<file path="src/rtl/alu_pipe_pkg.sv">
// Shared types for the pipelined ALU: opcodes, operand-B select, FSM states.
package alu_pipe_pkg;

   typedef enum logic [3:0] {
      OP_ADD  = 4'd0,  OP_SUB  = 4'd1,  OP_MUL  = 4'd2,  OP_SHR  = 4'd3,
      OP_SHL  = 4'd4,  OP_ROR  = 4'd5,  OP_ROL  = 4'd6,  OP_NOT  = 4'd7,
      OP_AND  = 4'd8,  OP_OR   = 4'd9,  OP_XOR  = 4'd10, OP_NAND = 4'd11,
      OP_NOR  = 4'd12, OP_XNOR = 4'd13, OP_INC  = 4'd14, OP_DEC  = 4'd15
   } op_e;

   typedef enum logic [1:0] {
      MOVI_REGB = 2'd0,
      MOVI_MEM  = 2'd1,
      MOVI_IMM  = 2'd2,
      MOVI_ZERO = 2'd3
   } movi_e;

   typedef enum logic {
      IDLE = 1'b0,
      BUSY = 1'b1
   } state_e;

   localparam int unsigned RES_MULT = 2;

   // Result bus is wide enough to hold a full unsigned product.
   function automatic int unsigned res_width(input int unsigned w);
      return RES_MULT * w;
   endfunction

endpackage

</file>
<file path="src/rtl/alu_mul_iter.sv">
// Iterative shift-add multiplier: one partial product per cycle, W steps.
module alu_mul_iter
   import alu_pipe_pkg::*;
#(
   parameter int unsigned DATA_WIDTH = 8
) (
   input  logic                                i_clk,
   input  logic                                i_rst,
   input  logic                                i_start,
   input  logic [DATA_WIDTH-1:0]               i_a,
   input  logic [DATA_WIDTH-1:0]               i_b,
   output logic                                o_done_c,
   output logic [res_width(DATA_WIDTH)-1:0]    o_prod_c
);

   localparam int unsigned W  = DATA_WIDTH;
   localparam int unsigned RW = res_width(W);
   localparam int unsigned CW = (W > 1) ? $clog2(W) : 1;

   logic          r_busy;
   logic [CW-1:0] r_cnt;
   logic [RW-1:0] r_acc;
   logic [RW-1:0] r_mcand;
   logic [W-1:0]  r_mplier;
   logic [RW-1:0] w_addend;
   logic [RW-1:0] w_acc_next;

   assign w_addend   = r_mplier[0] ? r_mcand : '0;
   assign w_acc_next = r_acc + w_addend;

   // Final step's sum is presented directly so the top can capture it on the same edge.
   assign o_done_c = r_busy && (r_cnt == CW'(W - 1));
   assign o_prod_c = w_acc_next;

   always_ff @(posedge i_clk) begin
      if (i_rst) begin
         r_busy   <= 1'b0;
         r_cnt    <= '0;
         r_acc    <= '0;
         r_mcand  <= '0;
         r_mplier <= '0;
      end else if (i_start) begin
         r_busy   <= 1'b1;
         r_cnt    <= '0;
         r_acc    <= '0;
         r_mcand  <= RW'(i_a);
         r_mplier <= i_b;
      end else if (r_busy) begin
         r_acc    <= w_acc_next;
         r_mcand  <= r_mcand << 1;
         r_mplier <= r_mplier >> 1;
         r_cnt    <= r_cnt + CW'(1);
         if (o_done_c) begin
            r_busy <= 1'b0;
         end
      end
   end

endmodule

</file>
<file path="src/rtl/alu_pipe_mul.sv">
// Parametrised ALU with one-cycle registered results and an optional
// iterative multiplier that stalls new requests while it runs.
module alu_pipe_mul
   import alu_pipe_pkg::*;
#(
   parameter int unsigned DATA_WIDTH = 8,
   parameter int unsigned MUL_ITER   = 1
) (
   input  logic                              CLK,
   input  logic                              RST,
   input  logic                              ACT,
   input  logic [3:0]                        OP,
   input  logic [1:0]                        MOVI,
   input  logic [DATA_WIDTH-1:0]             REGA,
   input  logic [DATA_WIDTH-1:0]             REGB,
   input  logic [DATA_WIDTH-1:0]             MEM,
   input  logic [DATA_WIDTH-1:0]             IMM,
   output logic [res_width(DATA_WIDTH)-1:0]  EX_ALU,
   output logic                              EX_ALU_VLD,
   output logic                              ALU_RDY
);

   localparam int unsigned W    = DATA_WIDTH;
   localparam int unsigned W1   = W + 1;
   localparam int unsigned RW   = res_width(W);
   localparam bit          ITER = (MUL_ITER != 0);

   state_e        r_state;
   logic [RW-1:0] r_ex;
   logic          r_vld;
   logic          r_rdy;

   op_e           w_op;
   logic [W-1:0]  w_b;
   logic [W:0]    w_sum;
   logic [W:0]    w_diff;
   logic [W:0]    w_inc;
   logic [W:0]    w_dec;
   logic [RW-1:0] w_mul;
   logic [W-1:0]  w_narrow;
   logic [RW-1:0] w_res;
   logic          w_start;
   logic          w_done_c;
   logic [RW-1:0] w_prod;

   assign w_op = op_e'(OP);

   always_comb begin
      w_b = '0;
      case (movi_e'(MOVI))
         MOVI_REGB: w_b = REGB;
         MOVI_MEM:  w_b = MEM;
         MOVI_IMM:  w_b = IMM;
         default:   w_b = '0;
      endcase
   end

   // Arithmetic kept at W+1 bits so the carry/borrow lands in bit W and nothing above.
   assign w_sum  = {1'b0, REGA} + {1'b0, w_b};
   assign w_diff = {1'b0, REGA} - {1'b0, w_b};
   assign w_inc  = {1'b0, REGA} + W1'(1);
   assign w_dec  = {1'b0, REGA} - W1'(1);
   assign w_mul  = ITER ? '0 : (RW'(REGA) * RW'(w_b));

   always_comb begin
      w_narrow = '0;
      case (w_op)
         OP_SHR:  w_narrow = REGA >> 1;
         OP_SHL:  w_narrow = REGA << 1;
         OP_ROR:  w_narrow = {REGA[0], REGA[W-1:1]};
         OP_ROL:  w_narrow = {REGA[W-2:0], REGA[W-1]};
         OP_NOT:  w_narrow = ~REGA;
         OP_AND:  w_narrow = REGA & w_b;
         OP_OR:   w_narrow = REGA | w_b;
         OP_XOR:  w_narrow = REGA ^ w_b;
         OP_NAND: w_narrow = ~(REGA & w_b);
         OP_NOR:  w_narrow = ~(REGA | w_b);
         OP_XNOR: w_narrow = ~(REGA ^ w_b);
         default: w_narrow = '0;
      endcase
   end

   always_comb begin
      w_res = RW'(w_narrow);
      case (w_op)
         OP_ADD:  w_res = RW'(w_sum);
         OP_SUB:  w_res = RW'(w_diff);
         OP_INC:  w_res = RW'(w_inc);
         OP_DEC:  w_res = RW'(w_dec);
         OP_MUL:  w_res = w_mul;
         default: w_res = RW'(w_narrow);
      endcase
   end

   assign w_start = ITER && ACT && r_rdy && (r_state == IDLE) && (w_op == OP_MUL);

   generate
      if (ITER) begin : g_iter
         alu_mul_iter #(
            .DATA_WIDTH (W)
         ) u_mul (
            .i_clk    (CLK),
            .i_rst    (RST),
            .i_start  (w_start),
            .i_a      (REGA),
            .i_b      (w_b),
            .o_done_c (w_done_c),
            .o_prod_c (w_prod)
         );
      end else begin : g_comb
         assign w_done_c = 1'b0;
         assign w_prod   = '0;
      end
   endgenerate

   // Control FSM and output registers.
   always_ff @(posedge CLK) begin
      if (RST) begin
         r_state <= IDLE;
         r_ex    <= '0;
         r_vld   <= 1'b0;
         r_rdy   <= 1'b0;
      end else begin
         r_vld <= 1'b0;
         case (r_state)
            IDLE: begin
               r_rdy <= 1'b1;
               if (ACT && r_rdy) begin
                  if (w_start) begin
                     r_state <= BUSY;
                     r_rdy   <= 1'b0;
                  end else begin
                     r_ex  <= w_res;
                     r_vld <= 1'b1;
                  end
               end
            end
            BUSY: begin
               if (w_done_c) begin
                  r_state <= IDLE;
                  r_ex    <= w_prod;
                  r_vld   <= 1'b1;
                  r_rdy   <= 1'b1;
               end
            end
            default: r_state <= IDLE;
         endcase
      end
   end

   assign EX_ALU     = r_ex;
   assign EX_ALU_VLD = r_vld;
   assign ALU_RDY    = r_rdy;

endmodule

</file>
<file path="config.mk">
export PLATFORM = sky130hd
export DESIGN_NAME = alu_pipe_mul
export DESIGN_NICKNAME = d
export VERILOG_FILES = /design/src/rtl/alu_pipe_pkg.sv /design/src/rtl/alu_mul_iter.sv /design/src/rtl/alu_pipe_mul.sv
export SDC_FILE = /design/constraint.sdc
export NUM_CORES = 1
export LEC_CHECK = 0
export CORE_MARGIN = 2
export CORE_UTILIZATION = 60
export CTS_CLUSTER_DIAMETER = 120
export CTS_CLUSTER_SIZE = 40
export DETAILED_ROUTE_END_ITERATION = 12
export PLACE_DENSITY = 0.95
export SYNTH_ARGS = -nofsm -noshare
export SYNTH_HDL_FRONTEND = slang
export SYNTH_SLANG_ARGS = --single-unit
</file>
<file path="constraint.sdc">
create_clock -name CLK -period 5.3 [get_ports CLK]
set_input_delay 0.795 -clock CLK [delete_from_list [all_inputs] [get_ports CLK]]
set_output_delay 0.795 -clock CLK [all_outputs]
set_load 0.01 [all_outputs]
</file>
==> results.sh, run 1 <==
export IMPL_status="complete, no violations"
export IMPL_die_w_um=97.1
export IMPL_skew_ps=8.84
export IMPL_synth_top_cell_by_area="dfxtp_1"
export IMPL_cp_num_buf_inv=1
export IMPL_diodes=0
export IMPL_path_class="input pin to flip-flop"
export IMPL_tightest_slew_ps=762
export IMPL_initial_utilization_pct=62.6
export IMPL_syn_area_um2=5190
export IMPL_slew_violations=0
export IMPL_synthesis_nets=739
export IMPL_synthMostInstantiatedCell="nor2_1"
export IMPL_viasPerCell=6.49
export IMPL_io_pins=59
export IMPL_cts_inserted_buffers=9
export IMPL_wl_mm=14.9
export IMPL_grt_setup_unrepaired="no"
export IMPL_whs_ps=456
export IMPL_powerDensity_nw_per_um2=211
export IMPL_post_dp_hpwl_mm=11.1
export IMPL_clockBufferDepth=2
export IMPL_syn_mean_instance_area_um2=7.94
export IMPL_synth_ff_latch_count=63
export IMPL_path_max_fanout=10
export IMPL_htree_levels=3
export IMPL_path_cells="clkdlybuf4s50_1 > nor2b_1 > a2bb2oi_2 > ha_1 > o211ai_1 > nor2_1 > nor3_1 > o21ai_0 > o31ai_1 > a21oi_1 > ha_1 > and3_1 > a211oi_1 > a21oi_1 > xnor2_1 > o2111a_1 > nor3_1"
export IMPL_irDropWorstVdd_mv=0.180
export IMPL_timing_setup_tns_ps=0
export IMPL_synthDistinctLibCells=69
export IMPL_p_leak_uw=0.00238
export IMPL_die_area_um2=9420
export IMPL_cp_required_ps=5580
export IMPL_grt_max_degree=56
export IMPL_grt_pass1_wl_mm=23.7
export IMPL_worst_path_max_delay_cell="clkdlybuf4s50_1"
export IMPL_synthArstFlopShare_pct=0
export IMPL_die_h_um=97.1
export IMPL_hold_class="flip-flop to flip-flop"
export IMPL_min_period_over_period_pct=88.5
export IMPL_grt_pass1_vias=4908
export IMPL_cpPeakStageDelay_ps=790
export IMPL_io_buffers=58
export IMPL_globalRouteTotalUtil_pct=30.8
export IMPL_worstSkewPairLatency_ps=350
export IMPL_place_inst=788
export IMPL_grt_ovfl_total=0
export IMPL_fin_crit_ps=4690
export IMPL_core_um2=8300
export IMPL_nets=779
export IMPL_seq_area_frac_synth_pct=24.3
export IMPL_yosysTopAreaCellShare_pct=24.3
export IMPL_wl_per_cell_um=18.5
export IMPL_rows=33
export IMPL_maxCapViolations=0
export IMPL_drt_drc_violations_left=0
export IMPL_postCtsSetupRepairBufs=0
export IMPL_cts_sinks=63
export IMPL_fin_cells=803
export IMPL_arrival_ps=4970
export IMPL_cts_resized=0
export IMPL_timing_fmax_mhz=213
export IMPL_path_clk_slew_ps=70
export IMPL_synthTopCellsByCount="77 x nor2_1, 63 x dfxtp_1, 50 x nand2_1, 48 x mux2i_1, 42 x ha_1"
export IMPL_cts_tree="yes"
export IMPL_critPathTopFamily="compound AO/OA/AOI/OAI gates"
export IMPL_syn_inst=654
export IMPL_yosysWarningCount=0
export IMPL_drtAntennaViolNets=0
export IMPL_cts_root_buf="clkbuf_8"
export IMPL_cp_end_kind="flip-flop"
export IMPL_postCtsHoldBufs=0
export IMPL_vias=5215
export IMPL_max_slew_margin_rel_pct=49.2
export IMPL_synth_edf_count=0
export IMPL_globalplace_congestion=0.953
export IMPL_hold_violations=0
export IMPL_dr_pass1_iters=5
export IMPL_synth_area_leaders="dfxtp_1 24%, ha_1 10%, mux2i_1 9.2%, nor2_1 5.6%, a21oi_1 3.9%"
export IMPL_startpoint_type="input pin"
export IMPL_design_area_um2=6010
export IMPL_drive_gt1_share_pct=6.59
export IMPL_antenna_found_initial=0
export IMPL_setup_viol=0
export IMPL_syn2layout_area_growth_pct=15.6
export IMPL_ys_flop_type="dfxtp_1"
export IMPL_drtIter0Drc=375
export IMPL_postPlaceCellArea_um2=5810
[sequential cells by signal, indices dropped and copies added (netlist names)]
signal / flops
g_iter.u_mul.r_mplier: 8
g_iter.u_mul.r_mcand: 16
g_iter.u_mul.r_busy: 1
r_state: 1
EX_ALU_VLD: 1
g_iter.u_mul.r_acc: 16
g_iter.u_mul.r_cnt: 3
ALU_RDY: 1
EX_ALU: 16
[path summary, 6_finish.rpt]
path	from	endpoint	slack [ps]	cells past startpoint
worst max register to register	g_iter.u_mul.r_mplier[0]$_SDFFE_PP0P_	g_iter.u_mul.r_acc[12]$_SDFFE_PP0P_	1880	11
worst max-delay path	MOVI[1]	EX_ALU[7]$_SDFFE_PP0P_	610	17
worst min register to register	EX_ALU[12]$_SDFFE_PP0P_	EX_ALU[12]$_SDFFE_PP0P_	460	2
worst min-delay path	EX_ALU[12]$_SDFFE_PP0P_	EX_ALU[12]$_SDFFE_PP0P_	460	2
[layer usage]
| metal | routed length (um) | vias up | GRT usage (%) |
|---|---|---|---|
| met3 | 1140 | 38 | 6.12 |
| met1 | 6270 | 2438 | 39.1 |
| met2 | 7040 | 270 | 51.2 |
| met5 | 0 | - | 0 |
| met4 | 437 | 0 | 12.9 |
| li1 | - | 2469 | - |
[per-stage QoR]
| stage | worst slack [ps] | power, uW | utilization (%) |
|---|---|---|---|
| after floorplan | 1450 | 728 | - |
| after global placement | 482 | 829 | 70.0 |
| after detailed placement | 306 | 838 | 70.0 |
| after CTS | 666 | 1260 | 72.4 |
| after global routing | 281 | 1320 | 72.4 |
| final | 611 | 1270 | 72.4 |
[cells in the final DEF (no fill, tap or decap), types with 23 or more instances in the layout]
cell type	count
a21oi_1	40
a211oi_1	23
clkdlybuf4s50_1	58
mux2i_1	48
nand2_1	50
dfxtp_1	62
o21ai_0	37
ha_1	42
nor2_1	77
inv_1	28
[logic make-up (layout without fill, tap and decap cells)]
group           Yosys count  count (layout)  share of synthesized area [%]
compound gates          191             191                           25.6
xor+xnor                 23              23                           3.88
fa+ha+maj                44              44                           10.9
buf+inv                  69             113                           5.56
flops                    63              63                           24.3
mux                      49              49                           9.47
simple gates            215             215                           20.3
[report_power, final]
group / internal (uW) / leakage (uW) / switching (uW)
logic: 150 / 0.00177 / 199
registers: 482 / 0.000510 / 6.22
clock network: 240 / 0.0000985 / 191
[cell type report]
cell class	instances	area, um2
Timing Repair Buffer	68	656
Multi-Input combinational cell	522	3640
Clock inverter	3	42.5
Clock buffer	12	155
Fill cell	622	2290
Inverter	30	115
Tap cell	105	131
Sequential cell	63	1260
[worst reg2reg max path, stage by stage, from the launching register on]
cell	delay [ps]
dfxtp_1	710
and2_1	220
ha_1	200
inv_1	70
fa_1	420
nand2b_1	190
a21oi_1	170
o21ai_1	120
a211oi_1	500
nor2b_1	170
or4b_1	510
nand3_1	90
Note: power is estimated with default switching activity, not from simulation.
==> inputs of run 2 (changes only) <==
- SLEW_MARGIN: unset -> 20
==> results of run 2 <==
The final DEF is identical to that of run 1; final timing and power are the same.
==> RTL edit (config.mk and constraints of run 1) <==
Make the reset (`RST` and `i_rst`) asynchronous in 2 clocked blocks.
--- a/src/rtl/alu_mul_iter.sv
+++ b/src/rtl/alu_mul_iter.sv
@@ -32,7 +32,7 @@
    assign o_done_c = r_busy && (r_cnt == CW'(W - 1));
    assign o_prod_c = w_acc_next;
 
-   always_ff @(posedge i_clk) begin
+   always_ff @(posedge i_clk or posedge i_rst) begin
       if (i_rst) begin
          r_busy   <= 1'b0;
          r_cnt    <= '0;
--- a/src/rtl/alu_pipe_mul.sv
+++ b/src/rtl/alu_pipe_mul.sv
@@ -114,7 +114,7 @@
    endgenerate
 
    // Control FSM and output registers.
-   always_ff @(posedge CLK) begin
+   always_ff @(posedge CLK or posedge RST) begin
       if (RST) begin
          r_state <= IDLE;
          r_ex    <= '0;
Behaviour: differs if RST is asserted again (counterexample within 4 cycles, from zero or initial values and one cycle with RST high); with RST held inactive, the same outputs for 10 cycles.
==> RTL edit against run 1 <==
Wire length rose by 12%; worst setup slack improved by 0.25 ns; non-clock buffer count increased by 1; worst hold slack gained 0.041 ns; cell area increased by 6.4%; die area is 6.1% higher; synthesized area is 6.4% higher; sequential cell count unchanged; critical endpoint is now EX_ALU[7]; largest cell class unchanged; highest routed layer unchanged.
Power is not compared: it rests on default switching activity, and its combinational part moved more than twofold at a synthesized area within 25%.
==> RTL edit: results (changes against run 1) <==
Status
  – Status: completed

Logic synthesis
  – Instance count of the mapped netlist: 672 (+2.8%)
  – Share of flip-flops with an asynchronous set or reset after synthesis: 100% (+100 points)
  – Unique cell type count in the Yosys netlist: 70 (+1.4%)
  – Sequential-to-total area share from yosys stat: 28.5% (+4.2 points)
  – Number of nets produced by synthesis: 757 (+2.4%)
  – Cell types with the largest area share after synthesis: dfrtp_1, ha_1, mux2i_1

Final layout
  – Filler instances: 663 (+6.6%)
  – Layout Cell Area excl Fill: 6390 um2 (+6.4%)
  – Fin cells: 823 (+2.5%)
  – Number of nets in the layout: 792 (+1.7%)

GRT
  – Wire length of the first global-routing pass: 27.0 mm (+14%)
  – Global Route met3 Usage: 6.48% (+0.36 points)
  – Global routing usage summed across all routing layers: 34.3% (+3.5 points)
  – Met2 track demand over resource: 54.6% (+3.5 points)
  – Number of global-route vias before repair: 5,323 (+8.5%)
  – Met1 capacity usage during global routing: 45.5% (+6.4 points)

Placement
  – Cell area reported after detailed placement: 6140 um2 (+5.7%)
  – RD Place Congestion: 1.03 (+7.9%)
  – Cell total after placement: 807 (+2.4%)

Critical path
  – R2r setup slk: 2.31 ns (+0.43 ns)

Timing
  – Worst Max-Slew Pin Slew: 1.09 ns (+0.324 ns)
  – Worst Hold Margin: 0.497 ns (+0.0407 ns)
  – Fin Clk Skew: 0.00832 ns (-0.000526 ns)
  – Final worst-path setup slack: 0.857 ns (+0.246 ns)

Route
  – Number of vias per cell after detailed routing: 6.68 (+2.9%)
  – 1st-iter DRT viols: 690 (+84%)
==> RTL edit: cells by family after synthesis <==
group                      synth area share [%]
adders and majority gates                  10.2
AOI/OAI and AO/OA                          24.3
xor gates and xnor gates                   3.33
DFF                                        28.5
muxes                                      9.26
and+or+nand+nor                            19.0
buffers and inverters                      5.34
==> RTL edit: worst max-delay path: stages <==
cell	delay, ns
clkdlybuf4s50_1	0.79
mux2i_1	0.15
o2bb2ai_1	0.37
inv_1	0.13
ha_1	0.33
o21ai_0	0.16
nand2_1	0.06
a31oi_1	0.25
ha_1	0.29
nor2b_1	0.12
o21ai_0	0.29
a21oi_1	0.14
o41ai_1	0.32
xor2_1	0.11
o211ai_1	0.22
o221a_2	0.22
==> RTL edit: layout make-up <==
type	instances	area share [%]
Timing Repair Buffer	69	10.4
Multi-Input combinational cell	538	57.3
Clock inverter	7	2.00
Clock buffer	9	1.94
Tap cell	111	2.17
Inverter	26	1.57
Sequential cell	63	24.7
==> RTL edit: final timing paths <==
check	end	from	cells past startpoint
worst max-delay path	EX_ALU[7]	MOVI[1]	16
worst min-delay path	EX_ALU[14]	EX_ALU[14]	2
worst max register to register	EX_ALU[11]	g_iter.u_mul.r_mplier[0]	9
worst min register to register	EX_ALU[14]	EX_ALU[14]	2
max in group asynchronous	g_iter.u_mul.r_busy	RST	3
min in group asynchronous	g_iter.u_mul.r_acc[12]	RST	3
==> RTL edit: layer usage <==
layer	up-vias	part of all wire (%)
li1	2490	-
met1	2552	39
met2	377	46
met3	79	10
met4	0	4.8
met5	-	0
